File: src/rtl/iob_ext_mem_t2p_resp_pkg.sv
// Shared constants for the ext_mem true-two-port responder.
// Holds the FSM encoding, the read-latency ceiling and the depth helper.
package iob_ext_mem_t2p_resp_pkg;

    localparam logic CLEAR = 1'b0;
    localparam logic RUN   = 1'b1;

    localparam int MAX_READ_LAT = 4;

    function automatic int depth_of(input int addr_w);
        return 1 << addr_w;
    endfunction

endpackage

File: src/rtl/iob_ext_mem_t2p_resp_pipe.sv
// Valid+data delay line carrying read results from the array to r_data_o.
// Latency: LAT registered stages, stage 1 loads on the accepting edge.
// Backpressure: none; cke_i low freezes every stage, including the output hold.
module iob_ext_mem_t2p_resp_pipe
    import iob_ext_mem_t2p_resp_pkg::*;
#(
    parameter int DATA_W = 8,
    parameter int LAT    = 1
) (
    input  logic              clk_i,
    input  logic              rst_i,
    input  logic              cke_i,
    input  logic              in_vld,
    input  logic [DATA_W-1:0] in_dat,
    output logic              out_vld,
    output logic [DATA_W-1:0] out_dat
);

    localparam int LAT_C = (LAT > MAX_READ_LAT) ? MAX_READ_LAT : ((LAT < 1) ? 1 : LAT);

    logic [LAT_C-1:0]  stg_vld;
    logic [DATA_W-1:0] stg_dat [LAT_C];

    // Data regs only load behind a valid, so the last stage holds the
    // most recently returned value between reads.
    always_ff @(posedge clk_i) begin
        if (rst_i) begin
            stg_vld <= '0;
            for (int k = 0; k < LAT_C; k++) begin
                stg_dat[k] <= '0;
            end
        end else if (cke_i) begin
            stg_vld[0] <= in_vld;
            if (in_vld) begin
                stg_dat[0] <= in_dat;
            end
            for (int k = 1; k < LAT_C; k++) begin
                stg_vld[k] <= stg_vld[k-1];
                if (stg_vld[k-1]) begin
                    stg_dat[k] <= stg_dat[k-1];
                end
            end
        end
    end

    assign out_vld = stg_vld[LAT_C-1];
    assign out_dat = stg_dat[LAT_C-1];

endmodule

File: src/rtl/iob_ext_mem_t2p_resp.sv
// ext_mem t2p responder: register array, post-reset scrub, one write + one read per cycle.
// Latency: read data READ_LAT cycles after request; IOB_EXT_MEM_T2P_RESP_BYPASS_EN selects write-first.
// Backpressure: ready_o low during scrub; requests then are dropped and flag sticky err_o.
module iob_ext_mem_t2p_resp
    import iob_ext_mem_t2p_resp_pkg::*;
#(
    parameter int DATA_W   = 8,
    parameter int ADDR_W   = 4,
    parameter int READ_LAT = 1
) (
    input  logic              clk_i,
    input  logic              rst_i,
    input  logic              cke_i,
    input  logic              w_en_i,
    input  logic [ADDR_W-1:0] w_addr_i,
    input  logic [DATA_W-1:0] w_data_i,
    input  logic              r_en_i,
    input  logic [ADDR_W-1:0] r_addr_i,
    output logic [DATA_W-1:0] r_data_o,
    output logic              r_valid_o,
    output logic              ready_o,
    output logic              err_o
);

    localparam int DEPTH = depth_of(ADDR_W);

    logic              state;
    logic [ADDR_W-1:0] clr_addr;
    logic [DATA_W-1:0] mem [DEPTH];
    logic              err_q;
    logic              rd_vld;
    logic              wr_vld;
    logic [DATA_W-1:0] rd_dat;

    assign rd_vld = cke_i & (state == RUN) & r_en_i;
    assign wr_vld = cke_i & (state == RUN) & w_en_i;

    always_ff @(posedge clk_i) begin
        if (rst_i) begin
            state    <= CLEAR;
            clr_addr <= '0;
            err_q    <= 1'b0;
        end else if (cke_i) begin
            if (state == CLEAR) begin
                clr_addr <= clr_addr + ADDR_W'(1);
                if (clr_addr == {ADDR_W{1'b1}}) begin
                    state <= RUN;
                end
            end
            if ((state != RUN) && (w_en_i || r_en_i)) begin
                err_q <= 1'b1;
            end
        end
    end

    // The array itself is never reset; the scrub pass provides known contents.
    always_ff @(posedge clk_i) begin
        if (!rst_i && cke_i) begin
            if (state == CLEAR) begin
                mem[clr_addr] <= '0;
            end else if (wr_vld) begin
                mem[w_addr_i] <= w_data_i;
            end
        end
    end

    always_comb begin
        rd_dat = mem[r_addr_i];
`ifdef IOB_EXT_MEM_T2P_RESP_BYPASS_EN
        if (wr_vld && (w_addr_i == r_addr_i)) begin
            rd_dat = w_data_i;
        end
`endif
    end

    iob_ext_mem_t2p_resp_pipe #(
        .DATA_W (DATA_W),
        .LAT    (READ_LAT)
    ) u_pipe (
        .clk_i   (clk_i),
        .rst_i   (rst_i),
        .cke_i   (cke_i),
        .in_vld  (rd_vld),
        .in_dat  (rd_dat),
        .out_vld (r_valid_o),
        .out_dat (r_data_o)
    );

    assign ready_o = state;
    assign err_o   = err_q;

endmodule

File: config.mk
export PLATFORM = sky130hd
export DESIGN_NAME = iob_ext_mem_t2p_resp
export DESIGN_NICKNAME = d
export VERILOG_FILES = /design/src/rtl/iob_ext_mem_t2p_resp_pkg.sv /design/src/rtl/iob_ext_mem_t2p_resp_pipe.sv /design/src/rtl/iob_ext_mem_t2p_resp.sv
export SDC_FILE = /design/constraint.sdc
export NUM_CORES = 1
export LEC_CHECK = 0
export BUFFER_PORTS_ARGS = -buffer_cell sky130_fd_sc_hd__buf_4
export CAP_MARGIN = 10
export CORE_MARGIN = 1.5
export CORE_UTILIZATION = 45
export DETAILED_ROUTE_END_ITERATION = 8
export SLEW_MARGIN = 30
export SYNTH_ARGS = -nofsm -noshare
export SYNTH_HDL_FRONTEND = slang
export SYNTH_SLANG_ARGS = --single-unit
File: constraint.sdc
create_clock -name clk_i -period 5.7 [get_ports clk_i]
set_input_delay 0.57 -clock clk_i [delete_from_list [all_inputs] [get_ports clk_i]]
set_output_delay 0.57 -clock clk_i [all_outputs]
set_load 0.005 [all_outputs]
==> out/metrics.yaml, run 1 <==
period_needed_ns: 2.54
gp_congestion: 0.732
synthCells: 297
ys_top_cells_by_area: "edfxtp_1, mux4_2, dfxtp_1"
grt_max_degree: 32
viasPerCell: 5.46
pwr-share-clk: 0.488
fmax_mhz: 394
top_layer: "met4"
relSlewSlack: 0.393
routed-wl-met3_um: 417
rsz0062_at_grt: "no"
synth-seq-area-share: 0.736
m1WireLength_mm: 5.17
yosysUniqueCellTypes: 32
cts_setup_buffers: 0
p_sw_uw: 449
clockBufferDepth: 2
finalSetupViolCount: 0
drt_iter0_drc: 194
syn_avg_cell_area_um2: 19.3
cts_resized: 0
grt_remaining_overflow: 0
maxCapViolCount: 0
grt_use_total: 0.183
syn-num-nets: 319
vias: 2819
cts_tree: "yes"
routed_wl_mm: 11.1
fill_cells: 990
yosysMostFrequentCell: "edfxtp_1"
outcome: "complete, no violations"
die_y_um: 116
reg2reg_slack_ns: 3.16
hold_class: "in2reg"
start_kind: "flop"
numCtsBuffers: 17
slew_viol_final: 0
worstMarginPinSlew_ns: 0.904
fin_crit_sh: 0.445
async_flop_share: 0
p_comb_frac: 0.033
critPathMaxFanout: 14
crit_arrival_ns: 2.59
fp.coreArea_mm2: 0.0125
grt_pass1_wl_mm: 16.9
fp-row-count: 41
seqPwrFrac: 0.479
cp.required_ns: 5.75
dp.cells: 484
ys_warn_count: 0
root_buffer: "clkbuf_16"
synth_top_area_cell: "edfxtp_1"
area_delta_synth_final_pct: 18.3
finalNonFillerCells: 516
synth.ff_latch_count: 143
cellLeakagePower_nw: 2.35
synth_ff_type: "edfxtp_1"
diodes: 0
worst_clock_skew_ns: 0.00523
ir_worst_vdd_mv: 0.224
cts.sinks: 143
dieWidth_um: 116
synth_top_area_frac: 0.712
swShare: 0.187
hold_buffers: 0
holdWs_ns: 0.393
ios: 32
internal-power_mw: 1.95
grt_pass1_vias: 2827
path_clk_slew_ns: 0.06
cts_max_level: 4
drive_gt1_frac: 0.317
path_class: "reg2reg"
dieArea_mm2: 0.0134
hold_viol_final: 0
whs_path_depth: 2
drc: 0
clkLatencyLatePin_ns: 0.42
antenna_found_initial: 0
ant_nets: 0
wire_per_inst_um: 21.4
met2_length_mm: 5.24
synth_enable_flop_cells: 136
fin_setup_tns_ns: 0
synth_commonest_cells: "edfxtp_1, mux4_2, nand3_1"
dpl.hpwl_mm: 7.04
cp-end-kind: "flop"
io_buffers: 31
synth_area_mm2: 0.00574
rr_worst_depth: 3
nNetsFinal: 353
start_util: 0.458
p_per_area_mw_per_mm2: 353
dr.pass1.iters: 4
path summary, 6_finish.rpt:
path              startpoint         end
setup reg to reg     ready_o  mem[10][2]
hold / removal         rst_i       err_o
hold reg to reg        err_o       err_o
setup / recovery     ready_o  mem[10][2]
state kept, by name (all words and copies together), names as in the netlist:
register	flops
u_pipe.out_vld	1
ready_o	1
u_pipe.stg_dat	8
clr_addr	4
err_o	1
mem	128
power groups by stage:
stage | clock, mW | combinational, mW | sequential, mW
after floorplan | 0 | 0.0503 | 1.17
after global placement | 0 | 0.0778 | 1.17
after detailed placement | 0 | 0.0798 | 1.17
after CTS | 1.19 | 0.0799 | 1.15
after global routing | 1.23 | 0.0858 | 1.15
final | 1.17 | 0.0793 | 1.15
kinds of logic (layout without fill, tap and decap cells):
group | after synthesis | count (layout) | synth area share
AOI/OAI and AO/OA | 16 | 16 | 0.0181
xor gates and xnor gates | 2 | 2 | 0.00305
adders and majority gates | 1 | 1 | 0.00218
buffers and inverters | 18 | 65 | 0.0190
DFF | 143 | 143 | 0.736
muxes | 47 | 47 | 0.154
and+or+nand+nor | 70 | 70 | 0.0670
layout make-up:
type	instances	area [µm²]	share of cell area
well taps	172	215	0.0317
inverters	1	3.75	0.000553
flip-flops and latches	143	4220	0.622
clock buffers	19	433	0.0638
repair buffers	32	240	0.0354
clock inverters	13	194	0.0286
multi-input cells	136	1480	0.218
per-layer routing:
layer,track usage,up-vias
li1,-,1276
met1,0.257,1445
met2,0.272,78
met3,0.0481,20
met4,0.0829,0
met5,0,-
stage by stage:
step	utilization	instance area, µm²	setup slack (ns)	power (mW)
after floorplan	-	5740	3.27	1.22
after global placement	0.486	6090	2.55	1.25
after detailed placement	0.489	6130	2.71	1.25
after CTS	0.539	6750	2.96	2.42
after global routing	0.542	6790	3.01	2.46
final	0.542	6790	3.16	2.40
cell usage in the layout, fill, tap and decap left out, types with 3 or more instances in the layout:
cell type and instances:
a21oi_1 3, and2_1 9, buf_4 32, bufinv_16 5, clkbuf_16 17, clkinv_1 3
clkinv_2 3, dfxtp_1 7, edfxtp_1 136, mux2i_1 12, mux4_2 32, nand2b_1 4
nand3_1 18, nor2_1 7, nor2b_1 8, nor3_2 15, o211ai_1 8
worst max-delay path: stages (launching register included):
cell and delay (ns):
dfxtp_1 0.50, and4b_1 0.62, mux2_4 0.41, nor3_2 0.64
(Power assumes the default switching activity.)
==> run 2: changes to the inputs <==
==> constraint.sdc (replaced) <==
create_clock -name clk_i -period 2.7 [get_ports clk_i]
set_input_delay 0.27 -clock clk_i [delete_from_list [all_inputs] [get_ports clk_i]]
set_output_delay 0.27 -clock clk_i [all_outputs]
set_load 0.005 [all_outputs]
==> run 2 against run 1 <==
  * Worst hold slack got worse by 0.31 ns
  * Critical path depth is 2 higher
  * Cell area up 1.8%
  * Clock-buffer cell count is 2 higher
==> out/metrics.yaml, run 2 (synthesis results as in run 1) <==
cp_cell_sequence: "and4b_1 > mux2_4 > buf_4 > nor3_1 > buf_4"  # was and4b_1 > mux2_4 > nor3_2
fin_setup_tns_ns: 0  # unchanged
worstMarginPinSlew_ns: 0.691  # was 0.904 ns
cts_max_level: 4  # unchanged
dieArea_mm2: 0.0134  # unchanged
whs_path_depth: 2  # unchanged
crit_top_cell: "buf_4"
cts_setup_buffers: 0  # unchanged
finalNonFillerCells: 538  # was 516
hold_buffers: 0  # unchanged
fp.coreArea_mm2: 0.0125  # unchanged
cts.sinks: 143  # unchanged
area_delta_synth_final_pct: 20.5  # was 18.3%
grtUsageMet1: 0.269  # was 0.257
place_ws_ns: 0.280  # was 2.71 ns
cp.depth: 5  # was 3
pwr-share-clk: 0.489  # was 0.488
drc: 0  # unchanged
rsz0062_at_grt: "no"  # unchanged
cts_tree: "yes"  # unchanged
ant_nets: 0  # unchanged
outcome: "complete, no violations"  # unchanged
start_util: 0.458  # unchanged
grt_max_degree: 26  # was 32
routed_wl_mm: 11.4  # was 11.1 mm
clkLatencyLatePin_ns: 0.42  # about the same
cp-end-kind: "flop"  # unchanged
p_per_area_mw_per_mm2: 735  # was 353 mW/mm²
slew_viol_final: 0  # unchanged
clockBufferDepth: 2  # unchanged
cp.required_ns: 2.82  # was 5.75 ns
dr.pass1.iters: 4  # unchanged
worst_clock_skew_ns: 0.00984  # was 0.00523 ns
post_dp_cell_area_mm2: 0.00626  # was 0.00613 mm²
finish.utilization: 0.552  # was 0.542
grt_pass1_vias: 2971  # was 2827
largest_register_ffs: 128  # unchanged
diodes: 0  # unchanged
vias: 2885  # was 2819
drive_gt1_frac: 0.342  # was 0.317
nNetsFinal: 375  # was 353
die_y_um: 116  # unchanged
cts_resized: 0  # unchanged
slowest_stage: "and4b_1"  # was nor3_2
grt_use_met3: 0.0445  # was 0.0481
hold_viol_final: 0  # unchanged
drt_iter0_drc: 190  # was 194
max_stage_delay_ns: 0.43  # was 0.64 ns
path_class: "reg2reg"  # unchanged
ios: 32  # unchanged
viasPerCell: 5.36  # was 5.46
r2r-start: "ready_o"  # unchanged
critPathMaxFanout: 8  # was 14
ir_worst_vdd_mv: 0.404  # was 0.224 mV
final_cell_mix: "edfxtp_1, buf_4, mux4_2, nand3_1, clkbuf_16"  # was edfxtp_1, mux4_2, buf_4, nand3_1, clkbuf_16
cp.buffers_inverters: 2  # was 0
reg2reg_slack_ns: 0.67  # was 3.16 ns
r2r-end: "mem[0][7]"  # was mem[10][2]
numCtsBuffers: 17  # unchanged
period_needed_ns: 2.03  # was 2.54 ns
gp_congestion: 0.733  # was 0.732
design_area_mm2: 0.00691  # was 0.00679 mm²
rr_worst_depth: 5  # was 3
top_register: "mem"  # unchanged
fp-row-count: 41  # unchanged
seqPwrFrac: 0.477  # was 0.479
p_comb_frac: 0.034  # was 0.033
relSlewSlack: 0.537  # was 0.393
crit_arrival_ns: 2.14  # was 2.59 ns
worst_slack_ns: 0.675  # was 3.16 ns
p_sw_uw: 948  # was 449 µW
fin_crit_sh: 0.750  # was 0.445
antenna_found_initial: 0  # unchanged
io_buffers: 31  # unchanged
holdWs_ns: 0.0847  # was 0.393 ns
hold_class: "in2reg"  # unchanged
dieWidth_um: 116  # unchanged
maxCapViolCount: 0  # unchanged
hp-start: "rst_i"  # unchanged
path_clk_slew_ns: 0.06  # about the same
grt_remaining_overflow: 0  # unchanged
root_buffer: "clkbuf_16"  # unchanged
internal-power_mw: 4.14  # was 1.95 mW
grt_use_total: 0.191  # was 0.183
path_delay_family: "simple AND/OR/NAND/NOR gates"  # unchanged
power.total_mw: 5.08  # was 2.40 mW
reg.largest.list: "mem (128), u_pipe.stg_dat (8), clr_addr (4)"  # unchanged
hold_end: "u_pipe.out_vld"  # was err_o
cellLeakagePower_nw: 2.47  # was 2.35 nW
finalSetupViolCount: 0  # unchanged
dp.cells: 506  # was 484
start_kind: "flop"  # unchanged
use_met2: 0.289  # was 0.272
mostFrequentLayoutCell: "edfxtp_1"  # unchanged
fmax_mhz: 494  # was 394 MHz
swShare: 0.186  # was 0.187
wire_per_inst_um: 21.1  # was 21.4 µm
busiest_layer: "met2"  # unchanged
grt_pass1_wl_mm: 17.6  # was 16.9 mm
dpl.hpwl_mm: 7.36  # was 7.04 mm
[run 2: cell count changes in the layout (fill, tap and decap cells not counted), moves of 3 or more]
cell      before  now
clkinv_1       3    0
clkbuf_8       0    4
nor3_2        15    4
nor3_1         1   12
buf_4         32   54
[run 2: layer usage]
layer | routed length [µm] | share of wire
met5 | 0 | 0
met2 | 5450 | 0.48
met1 | 5070 | 0.45
met3 | 722 | 0.064
met4 | 123 | 0.011
[run 2: final cells by class]
cell class / instances / area, µm²
clock buffer: 21 / 480
clock inverter: 11 / 160
fill: 1003 / 5610
inverter: 1 / 3.75
multi-input combinational: 136 / 1420
sequential: 143 / 4220
tap: 172 / 215
timing repair buffer: 54 / 405
[run 2: worst max-delay path by stage]
stage | slack [ns] | to | from
after floorplan | 0.49 | mem[1][0] | ready_o
after global placement | 0.22 | mem[8][2] | rst_i
after detailed placement | 0.28 | mem[13][2] | rst_i
after CTS | 0.42 | mem[13][0] | ready_o
after global routing | 0.54 | mem[0][7] | ready_o
final | 0.67 | mem[0][7] | ready_o
[run 2: power by group through the flow]
stage,logic (mW),registers [mW],clock network [mW]
5_1_grt,0.190,2.43,2.60
3_3_place_gp,0.175,2.47,0
6_report,0.173,2.43,2.48
4_1_cts,0.176,2.43,2.51
2_1_floorplan,0.106,2.47,0
3_5_place_dp,0.176,2.47,0
